--- src/rtl/dmem_access_ctrl.sv ---
// ----------------------------------------------------------------------------
// dmem_access_ctrl
//   Data-memory transaction controller sitting after the memory-access stage.
//   Accepts one load or store at a time, drives a ready/valid memory port with
//   word address, byte lanes and lane-replicated store data, and returns an
//   aligned, sign/zero-extended load result. The pipeline is stalled until the
//   access completes, so memory latency may vary freely.
//
// Ports
//   clk, rst_n          clock (rising edge), asynchronous active-low reset
//   i_valid             memory op presented this cycle
//   i_ren / i_wen       load / store request (store wins when both are high)
//   i_addr              byte address
//   i_wdata             store data
//   i_funct3            size/sign: 000 B, 001 H, 010 W, 100 BU, 101 HU
//   o_stall             pipeline must hold its inputs
//   o_load_data         aligned, extended load result (held until next load)
//   o_load_valid        one-cycle pulse when a load completes
//   o_fault             one-cycle pulse for misaligned access / illegal funct3
//   o_mem_req_valid     request valid towards memory
//   i_mem_req_ready     memory accepts the request
//   o_mem_addr          word-aligned address
//   o_mem_wen           1 = write
//   o_mem_wdata         lane-replicated store data
//   o_mem_mask          byte enables (0000 for loads)
//   i_mem_rsp_valid     read data valid
//   i_mem_rsp_rdata     read word
// ----------------------------------------------------------------------------
module dmem_access_ctrl #(
    parameter int ADDR_W = 32,
    parameter int XLEN   = 32
) (
    input  logic              clk,
    input  logic              rst_n,
    input  logic              i_valid,
    input  logic              i_ren,
    input  logic              i_wen,
    input  logic [ADDR_W-1:0] i_addr,
    input  logic [XLEN-1:0]   i_wdata,
    input  logic [2:0]        i_funct3,
    output logic              o_stall,
    output logic [XLEN-1:0]   o_load_data,
    output logic              o_load_valid,
    output logic              o_fault,
    output logic              o_mem_req_valid,
    input  logic              i_mem_req_ready,
    output logic [ADDR_W-1:0] o_mem_addr,
    output logic              o_mem_wen,
    output logic [XLEN-1:0]   o_mem_wdata,
    output logic [3:0]        o_mem_mask,
    input  logic              i_mem_rsp_valid,
    input  logic [XLEN-1:0]   i_mem_rsp_rdata
);

    typedef enum logic [1:0] {
        S_IDLE = 2'd0,
        S_REQ  = 2'd1,
        S_WAIT = 2'd2,
        S_DONE = 2'd3
    } state_t;

    // ------------------------------------------------------------------
    // Lane helpers
    // ------------------------------------------------------------------
    function automatic logic [3:0] store_mask(input logic [2:0] f3, input logic [1:0] lo);
        logic [3:0] m;
        case (f3[1:0])
            2'b00:   m = 4'b0001 << lo;
            2'b01:   m = lo[1] ? 4'b1100 : 4'b0011;
            default: m = 4'b1111;
        endcase
        return m;
    endfunction

    function automatic logic [XLEN-1:0] store_lanes(input logic [2:0] f3, input logic [XLEN-1:0] wd);
        logic [XLEN-1:0] r;
        case (f3[1:0])
            2'b00:   r = {4{wd[7:0]}};
            2'b01:   r = {2{wd[15:0]}};
            default: r = wd;
        endcase
        return r;
    endfunction

    function automatic logic [XLEN-1:0] load_extract(input logic [2:0] f3, input logic [1:0] lo,
                                                     input logic [XLEN-1:0] rd);
        logic signed [7:0]      b;
        logic signed [15:0]     h;
        logic signed [XLEN-1:0] ext;
        logic [XLEN-1:0]        r;
        b = rd[{lo, 3'b000} +: 8];
        h = lo[1] ? rd[31:16] : rd[15:0];
        case (f3)
            3'b000:  begin ext = XLEN'(b); r = ext; end
            3'b001:  begin ext = XLEN'(h); r = ext; end
            3'b100:  r = {24'd0, b};
            3'b101:  r = {16'd0, h};
            default: r = rd;
        endcase
        return r;
    endfunction

    // ------------------------------------------------------------------
    // Request decode
    // ------------------------------------------------------------------
    state_t state_q, state_d;

    logic is_access;
    logic legal;
    logic aligned;
    logic accept;
    logic bad_req;

    always_comb begin
        is_access = i_valid & (i_ren | i_wen);
        // Unsigned loads have no store counterpart; 011/11x are reserved.
        case (i_funct3)
            3'b000, 3'b001, 3'b010: legal = 1'b1;
            3'b100, 3'b101:         legal = ~i_wen;
            default:                legal = 1'b0;
        endcase
        case (i_funct3[1:0])
            2'b01:   aligned = ~i_addr[0];
            2'b10:   aligned = (i_addr[1:0] == 2'b00);
            default: aligned = 1'b1;
        endcase
        accept  = (state_q == S_IDLE) & is_access & legal & aligned;
        bad_req = (state_q == S_IDLE) & is_access & ~(legal & aligned);
    end

    // ------------------------------------------------------------------
    // Captured transaction
    // ------------------------------------------------------------------
    logic [ADDR_W-1:0] addr_q;
    logic [1:0]        lo_q;
    logic [2:0]        funct3_q;
    logic              wen_q;
    logic [XLEN-1:0]   wdata_q;
    logic [3:0]        mask_q;
    logic [XLEN-1:0]   load_data_q;
    logic              fault_q;

    always_ff @(posedge clk or negedge rst_n) begin
        if (!rst_n) begin
            state_q     <= S_IDLE;
            addr_q      <= '0;
            lo_q        <= '0;
            funct3_q    <= '0;
            wen_q       <= 1'b0;
            wdata_q     <= '0;
            mask_q      <= '0;
            load_data_q <= '0;
            fault_q     <= 1'b0;
        end else begin
            state_q <= state_d;
            fault_q <= bad_req;
            if (accept) begin
                addr_q   <= {i_addr[ADDR_W-1:2], 2'b00};
                lo_q     <= i_addr[1:0];
                funct3_q <= i_funct3;
                wen_q    <= i_wen;
                wdata_q  <= i_wen ? store_lanes(i_funct3, i_wdata) : '0;
                mask_q   <= i_wen ? store_mask(i_funct3, i_addr[1:0]) : 4'b0000;
            end
            if ((state_q == S_WAIT) && i_mem_rsp_valid) begin
                load_data_q <= load_extract(funct3_q, lo_q, i_mem_rsp_rdata);
            end
        end
    end

    // ------------------------------------------------------------------
    // Next state and state-decoded outputs; req_valid and stall come
    // straight from the state so reset drops them without waiting a clock.
    // ------------------------------------------------------------------
    always_comb begin
        state_d         = state_q;
        o_stall         = 1'b0;
        o_mem_req_valid = 1'b0;
        o_load_valid    = 1'b0;
        case (state_q)
            S_IDLE: begin
                if (accept) begin
                    state_d = S_REQ;
                    o_stall = 1'b1;
                end
            end
            S_REQ: begin
                o_stall         = 1'b1;
                o_mem_req_valid = 1'b1;
                if (i_mem_req_ready) begin
                    state_d = wen_q ? S_DONE : S_WAIT;
                end
            end
            S_WAIT: begin
                o_stall = 1'b1;
                if (i_mem_rsp_valid) begin
                    state_d = S_DONE;
                end
            end
            S_DONE: begin
                o_load_valid = ~wen_q;
                state_d      = S_IDLE;
            end
            default: state_d = S_IDLE;
        endcase
    end

    assign o_mem_addr  = addr_q;
    assign o_mem_wen   = wen_q;
    assign o_mem_wdata = wdata_q;
    assign o_mem_mask  = mask_q;
    assign o_load_data = load_data_q;
    assign o_fault     = fault_q;

endmodule

--- config.mk ---
export PLATFORM = sky130hd
export DESIGN_NAME = dmem_access_ctrl
export DESIGN_NICKNAME = d
export VERILOG_FILES = /design/src/rtl/dmem_access_ctrl.sv
export SDC_FILE = /design/constraint.sdc
export NUM_CORES = 1
export LEC_CHECK = 0
export ABC_CLOCK_PERIOD_IN_PS = 2450
export BUFFER_PORTS_ARGS = -buffer_cell sky130_fd_sc_hd__buf_2
export CAP_MARGIN = 0
export CORE_AREA = 2 2 106 108
export CTS_BUF_LIST = sky130_fd_sc_hd__clkbuf_8
export CTS_CLUSTER_DIAMETER = 150
export DETAILED_ROUTE_END_ITERATION = 12
export DIE_AREA = 0 0 108 110
export GPL_TIMING_DRIVEN = 0
export PLACE_DENSITY_LB_ADDON = 0.05
export SKIP_LAST_GASP = 1
export SYNTH_ARGS = -nofsm -noshare
export SYNTH_HDL_FRONTEND = slang
export SYNTH_SLANG_ARGS = --single-unit
--- constraint.sdc ---
create_clock -name clk -period 2.45 [get_ports clk]
set_input_delay 0.3675 -clock clk [delete_from_list [all_inputs] [get_ports clk]]
set_output_delay 0.3675 -clock clk [all_outputs]
set_load 0.01 [all_outputs]
=== Word level (Yosys, flattened, before mapping) ===
Cells that the tools add are included.

* Equal/unequal tests: 15
* Shifts and indexed selects: 2
* Muxes and demuxes: 18
* Bitwise gates (word level): 11
* Reductions and logical operators: 10

{| class="wikitable"
|+ Operator list
! kind !! count
|-
| case mux 32 bit (4 select lines) || 1
|-
| case mux 32 bit (2 select lines) || 1
|-
| two-way mux 32 bit || 1
|-
| variable part select 32 x 6 -> 8 bit || 1
|-
| two-way mux 16 bit || 1
|-
| equality test 3 bit (second input constant) || 4
|-
| two-way mux 4 bit || 2
|-
| case mux 2 bit (4 select lines) || 1
|-
| case mux 4 bit (2 select lines) || 1
|-
| bitwise AND 1 bit || 6
|-
| equality test 2 bit (second input constant) || 3
|-
| equality test 3 x 1 -> 1 bit (second input constant) || 2
|-
| zero test 2 bit || 3
|-
| zero test 3 bit || 2
|-
| two-way mux 2 bit || 3
|-
| != test 2 bit (second input constant) || 3
|-
| case mux 1 bit (2 select lines) || 3
|-
| equality test 2 x 1 -> 1 bit (second input constant) || 2
|-
| two-way mux 1 bit || 4
|-
| inverter 1 bit || 4
|-
| OR reduction 2 bit || 2
|-
| << shifter 1 x 2 -> 4 bit (first input constant) || 1
|-
| equality test 3 x 2 -> 1 bit (second input constant) || 1
|-
| AND reduction 3 bit || 1
|-
| 3 further kinds || 3
|}

* Bits in registers: 107
* Bits of input ports: 106
* Output and inout bits: 105
* Logic and storage cells: 65

=== Longest topological paths before layout ===
Gate-level depths: netlist of run 1.

* Depth after elaboration: 7
* Depth in mapped cells: 9
* Gate-level depth less buffers: 6

=== Worst setup path after synthesis of run 1 ===
Ideal clock, no wire load.

* Kind: in2out
* Start: input i_funct3[1]
* End: output o_stall
* Data arrival time: 1.877 ns
* Data required time: 2.082 ns
* Setup slack: 0.206 ns
* Cell stages on the path: 9
* Buffers on the path: 3
* Cells stage by stage: clkinv_1 ha_1 nor2_1 clkbuf_1 o22ai_1 nand2_1 buf_6 buf_2 a21oi_1

* Cells in the longest elaborated chain, start to end: 7
* Elaborated cells on any way between the ends: 15
* Those cells by class: eq/ne (6); mux (4); bitwise (2); reduce/logical (3)

{| class="wikitable"
|+ RTL lines
! element !! line !! RTL
|-
| from (decl) || 40 || <nowiki>input logic [2:0] i_funct3,</nowiki>
|-
| equality test 3 x 1 -> 1 bit, or another cell as far along || 117 || <nowiki>case (i_funct3)</nowiki>
|-
| OR reduction 3 bit or OR reduction 2 bit (tied branches) || 117 ||
|-
| case mux 1 bit (2 select lines) || 117 ||
|-
| bitwise AND 1 bit || 127 || <nowiki>accept = (state_q == S_IDLE) & is_access & legal & aligned;</nowiki>
|-
| bitwise AND 1 bit * || 127 ||
|-
| two-way mux 1 bit * || 182 || <nowiki>if (accept) begin</nowiki>
|-
| case mux 1 bit (2 select lines) * || 180 || <nowiki>case (state_q)</nowiki>
|-
| to (decl) || 41 || <nowiki>output logic o_stall,</nowiki>
|}

Every way passes the cells marked *; elsewhere a longest branch is shown, timed or not.

=== Worst setup path in the final report of run 1 ===
* Start: input i_funct3[0]
* End: output o_stall

Same word-level chain as after synthesis.

==> impl_metrics.ini, run 1 <==
[status]
status = completed

[cells_and_area]
areaGrowthSynthToFinish_pct = 28.6
nets = 852
n_antenna_cell = 0
instances_no_fill = 882
drive_gt1_share_pct = 40.2

[setup_path]
critPathLaunchType = input pin
ff2ff_path_depth = 4
crit_path_end_kind = output port
cp.required_ns = 2.08
crit_fanout = 19
rr_startpoint = funct3_q[0]
worstPathArrival_ns = 2.00
r2r_end = o_load_data[4]
regToRegSetupSlack_ns = 0.45
critPathKind = in -> out

[min_path]
hold_path_class = in -> async

[cts]
cts.sinks = 107
cts_tree = yes
htree_num_levels = 3
numCtsBuffers = 9
clk_path_buf_depth = 2
cts_hold_repair.buffers = 0
root_buffer = clkbuf_8
clk_latency_ns = 0.38
clk_pin_slew_ns = 0.09

[power_and_ir_drop]
vdd_ir_drop_max_uv = 546
p_per_area_nw_per_um2 = 1120
p_leak_nw = 3.53
finalPower_mw = 7.76

[timing]
tightest_slew_ns = 1.09
final.min_clock_period_ns = 2.37
rsz0062_at_grt = no
period_share_pct = 96.8
slew_violations = 0
finalHoldViolCount = 0
finalClockSkew_ns = 0.00797
fmax_mhz = 422
setup_viol = 0
slew_headroom_pct = 27.5

[placed_design]
hpwl_um = 11400
io_buffers = 208
place_inst = 863
place.gp.congestion = 0.849

[yosys]
synth_largest_area_cell = dfrtp_1
netlist_area_um2 = 5390
synth_area_leaders = dfrtp_1 (50%), mux2_4 (7.8%), o21ai_0 (4.7%)
synth_edf_count = 0
ys_async_sr_fraction_pct = 100
synth_ff_type = dfrtp_1
synth_common_cells = dfrtp_1 (107), nand2_1 (53), o21ai_0 (51)
synthMostInstantiatedCell = dfrtp_1
yosys_warnings = 0
synthCells = 513
ys_seq_elements = 107
avgSynthCellArea_um2 = 10.5
synth_top_area_share_pct = 49.7
ys_types = 45
synth_seq_area_share_pct = 49.7

[floorplanning]
start_util_pct = 50.4
core_um2 = 10700
die_w_um = 108
ios = 211
num_rows = 38
die_y_um = 110
die_area_um2 = 11900

[global_route]
antenna_found_initial = 0
grt_max_degree = 56
grt_overflow = 0
grt_pass1_wl_um = 23000
grt_usage_pct = 24.9
grt_pass1_vias = 4670

[run]
cap_viol_max_count = 0

[detailed_routing]
drt_iter0_drc = 250
postRouteAntennaNets = 0
vias = 4827
viasPerCell = 5.47
finalWirelength_um = 15000
post-route-drc-count = 0
post_drt_wl_per_cell_um = 17.0
drtPass1Iterations = 5
cell usage in the layout (no fill, tap or decap), types with 4 or more instances in the layout:
master / instances
mux2_1: 14
dfrtp_1: 106
mux2i_1: 7
o31ai_1: 16
o211ai_1: 4
buf_4: 8
clkbuf_8: 10
mux2_2: 8
nand2_1: 53
o22a_1: 8
nor2_1: 26
inv_1: 9
mux2_4: 28
a22oi_1: 7
o21ai_0: 51
nand3b_1: 8
ha_1: 5
a22o_1: 8
o21ai_1: 16
nand3_1: 35
a21boi_0: 9
a21oi_1: 15
a31oi_1: 7
buf_6: 5
clkbuf_1: 24
buf_2: 216
where the power goes:
part / internal, mW / switching, mW / total, mW
sequential: 2.60 / 0.440 / 3.04
clock: 0.492 / 0.609 / 1.10
combinational: 1.70 / 1.92 / 3.63
critical path: stages:
cell     delay (ns)
buf_2          0.13
inv_1          0.14
ha_4           0.17
or3b_4         0.39
a31oi_2        0.19
nand2_1        0.12
buf_8          0.18
a21oi_1        0.15
buf_2          0.15
how the worst max path moves through the flow:
stage / from / endpoint / slack, ns / cells after the start
floorplan: i_funct3[1] / o_stall / 0.21 / 9
global placement: i_funct3[1] / o_stall / -0.39 / 11
detailed placement: i_funct3[1] / o_stall / -0.48 / 11
CTS: state_q[1] / o_stall / 0.02 / 8
global route: state_q[0] / o_stall / 0.01 / 8
finish: i_funct3[0] / o_stall / 0.08 / 9
metrics by stage:
stage	utilization (%)	instance area (µm²)	TNS, ns	hold WS (ns)	worst slack [ns]
after floorplan	-	5390	0	0.0719	0.206
after global placement	61.8	6610	-23.44	0.469	-0.393
after detailed placement	62.0	6640	-11.54	0.452	-0.477
after CTS	64.0	6850	0	0.0372	0.0217
after global routing	64.7	6930	0	0.0703	0.0136
final	64.7	6930	0	0.0203	0.0779
final cells by class:
type	count	area [µm²]
tap	140	175
sequential	107	2680
clock buffer	10	138
fill	906	3770
buffer	41	221
inverter	11	43.8
multi-input combinational	354	2510
clock inverter	5	55.1
timing repair buffer	214	1110
per-layer routing:
metal  share of wire, %  vias to the layer above  GRT usage [%]  wire length, µm
met4                1.9                        0           8.70              280
met1                 42                     2324           32.2             6290
li1                   -                     2277              -                -
met5                  0                        -              0                0
met3                7.7                       24           6.76             1160
met2                 48                      202           40.6             7250
timing repair:
item | in CTS | in global routing
setup buffers | 1 | 4
gates resized for setup | 8 | 9
endpoints found under the setup margin | 1 | 1
pin swaps | 0 | 2
flip-flops by register name (all words and copies together) (netlist names):
| signal | count |
|---|---|
| funct3_q | 3 |
| lo_q | 2 |
| o_fault | 1 |
| o_load_data | 32 |
| o_mem_addr | 30 |
| o_mem_mask | 4 |
| o_mem_wdata | 32 |
| o_mem_wen | 1 |
| state_q | 2 |
cells by family (layout without fill, tap and decap cells):
group | after synthesis | count (layout) | synth area share, %
AOI/OAI and AO/OA | 152 | 152 | 18.0
adders and majority gates | 8 | 8 | 1.86
DFF | 107 | 107 | 49.7
other | 1 | 2 | 0.0696
buffers and inverters | 53 | 281 | 4.88
muxes | 58 | 58 | 14.1
and+or+nand+nor | 134 | 134 | 11.4
Power figures use the tool's default switching activity.
==> run 2: changes to the inputs <==
--- a/config.mk
+++ b/config.mk
@@ -5,16 +5,17 @@
 export SDC_FILE = /design/constraint.sdc
 export NUM_CORES = 1
 export LEC_CHECK = 0
-export ABC_CLOCK_PERIOD_IN_PS = 2450
+export ABC_CLOCK_PERIOD_IN_PS = 3000
 export BUFFER_PORTS_ARGS = -buffer_cell sky130_fd_sc_hd__buf_2
 export CAP_MARGIN = 0
-export CORE_AREA = 2 2 106 108
+export CORE_AREA = 2 2 102 104
 export CTS_BUF_LIST = sky130_fd_sc_hd__clkbuf_8
 export CTS_CLUSTER_DIAMETER = 150
 export DETAILED_ROUTE_END_ITERATION = 12
-export DIE_AREA = 0 0 108 110
+export DIE_AREA = 0 0 104 106
 export GPL_TIMING_DRIVEN = 0
 export PLACE_DENSITY_LB_ADDON = 0.05
+export REMOVE_ABC_BUFFERS = 1
 export SKIP_LAST_GASP = 1
 export SYNTH_ARGS = -nofsm -noshare
 export SYNTH_HDL_FRONTEND = slang
==> constraint.sdc (replaced) <==
create_clock -name clk -period 3 [get_ports clk]
set_input_delay 0.45 -clock clk [delete_from_list [all_inputs] [get_ports clk]]
set_output_delay 0.45 -clock clk [all_outputs]
set_load 0.01 [all_outputs]
==> impl_metrics.ini, run 2 (synthesized netlist as in run 1, its figures left out) <==
[floorplanning]
die_area_um2 = 11000
start_util_pct = 53.9
core_um2 = 10000
die_w_um = 104
die_y_um = 106
num_rows = 37
ios = 211

[power_and_ir_drop]
vdd_ir_drop_max_uv = 469
seqPwrFrac_pct = 41.4
finalPower_mw = 6.32
power.switching_mw = 2.41
p_int_mw = 3.91
p_per_area_nw_per_um2 = 945
clock_power_share_pct = 15.9
combPwrFrac_pct = 42.7
switching_share_pct = 38.2
p_leak_nw = 3.44

[detailed_routing]
postRouteAntennaNets = 0
post-route-drc-count = 0
viasPerCell = 5.62
vias = 4695
drt_iter0_drc = 264
drtPass1Iterations = 5
post_drt_wl_per_cell_um = 17.3
finalWirelength_um = 14500

[timing]
rsz0062_at_grt = no
fmax_mhz = 359
slew_headroom_pct = 17.9
final.min_clock_period_ns = 2.79
setup_viol = 0
period_share_pct = 92.9
tightest_slew_ns = 1.23
finalClockSkew_ns = 0.0102
slew_violations = 0
finalHoldViolCount = 0

[cts]
post-cts-setup-buffers = 0
clk_latency_ns = 0.37
numCtsBuffers = 9
root_buffer = clkbuf_8
cts_hold_repair.buffers = 0
clk_path_buf_depth = 2
cts_tree = yes
htree_num_levels = 3
clk_pin_slew_ns = 0.10
cts.sinks = 107

[setup_path]
cp.depth = 8
crit_path_frequent_cell = buf_2
critPathLaunchType = input pin
worstPathArrival_ns = 2.34
critical_path_buf_inv_count = 3
ff2ff_path_depth = 4
cp.required_ns = 2.55
cp_top_family = compound AO/OA/AOI/OAI gates
crit_chain = buf_2, clkinv_1, ha_2, nor2_4, o22ai_1, nand2_4, a21oi_1, buf_2
critPathKind = in -> out
slowest_delay_ns = 0.50
crit_path_end_kind = output port
r2r_end = o_load_data[1]
crit_slowest_cell = ha_2
crit_fanout = 17
rr_startpoint = funct3_q[1]
crit_end = o_stall
cp-startpoint = i_funct3[1]
regToRegSetupSlack_ns = 0.31

[cells_and_area]
drive_gt1_share_pct = 39.5
n_antenna_cell = 0
nets = 808
areaGrowthSynthToFinish_pct = 24.2
fillers = 862
stdcell_area_um2 = 6690
layout_common_cells = buf_2 (207), dfrtp_1 (107), nand2_1 (52)
mostFrequentLayoutCell = buf_2

[global_route]
antenna_found_initial = 0
grt_max_degree = 63
grt_pass1_vias = 4586
grt_usage_pct = 26.2
grt_pass1_wl_um = 23100
grt_overflow = 0

[placed_design]
hpwl_um = 9770
io_buffers = 208
post_dp_cell_area_um2 = 6450
place.gp.congestion = 0.817

[status]
status = completed

[run]
cap_viol_max_count = 0

[min_path]
hold_path_class = in -> async
## run 2: cell count changes in the layout (fill, tap and decap cells not counted), moves of 2 or more
| cell | delta |
|---|---|
| clkbuf_1 | -24 |
| buf_2 | -9 |
| buf_4 | -7 |
| buf_6 | -5 |
| ha_4 | -3 |
| ha_2 | +2 |
| inv_2 | -2 |
## run 2: worst min path at each step
stage	from	endpoint	slack (ns)	cells after the start
floorplan	rst_n	funct3_q[0]	0.15	0
detailed placement	o_mem_addr[31]	o_mem_addr[31]	0.48	1
finish	rst_n	state_q[0]	0.08	1
global route	rst_n	state_q[0]	0.12	1
CTS	rst_n	state_q[0]	0.11	1
global placement	o_mem_addr[2]	o_mem_addr[2]	0.47	1
## run 2: what timing repair did
| action | CTS | global route |
|---|---|---|
| cloned | 1 | 0 |
| endpoints found under the setup margin | 75 | 1 |
| pin swaps | 1 | 0 |
| resized for setup | 3 | 1 |
## run 2: layout make-up
class                           instances  area [µm²]  share of cell area [%]
Clock inverter                          6        87.6                    1.31
Tap cell                              136         170                    2.54
Timing Repair Buffer                  210        1100                    16.4
Sequential cell                       107        2680                    40.0
Multi-Input combinational cell        355        2480                    37.0
Clock buffer                           10         138                    2.06
Inverter                               11        41.3                   0.617
## run 2: metal layers
metal	global-route usage (%)	wire [µm]	up-vias
li1	-	-	2193
met3	6.25	1110	14
met2	43.9	7170	197
met1	34.0	6020	2291
met4	8.11	169	0
met5	0	0	-
## run 2: power by group through the flow
stage,logic (mW),registers (mW),clock network [mW]
3_5_place_dp,2.71,2.63,0
2_1_floorplan,1.30,2.87,0
3_3_place_gp,2.64,2.59,0
4_1_cts,2.72,2.61,1.02
6_report,2.70,2.61,1.00
5_1_grt,2.96,2.71,1.08
## run 2: per-stage QoR
step | cells | setup WS [ns] | TNS, ns | util [%] | hold slack (ns)
finish | 835 | 0.212 | 0 | 66.9 | 0.0831
detailed placement | 818 | -1.09 | -72.07 | 64.5 | 0.475
floorplan | 472 | -1.38 | -75.09 | - | 0.154
CTS | 835 | 0.0494 | 0 | 66.9 | 0.105
global route | 835 | 0.0758 | 0 | 66.9 | 0.121
global placement | 816 | -3.11 | -202.22 | 63.8 | 0.471
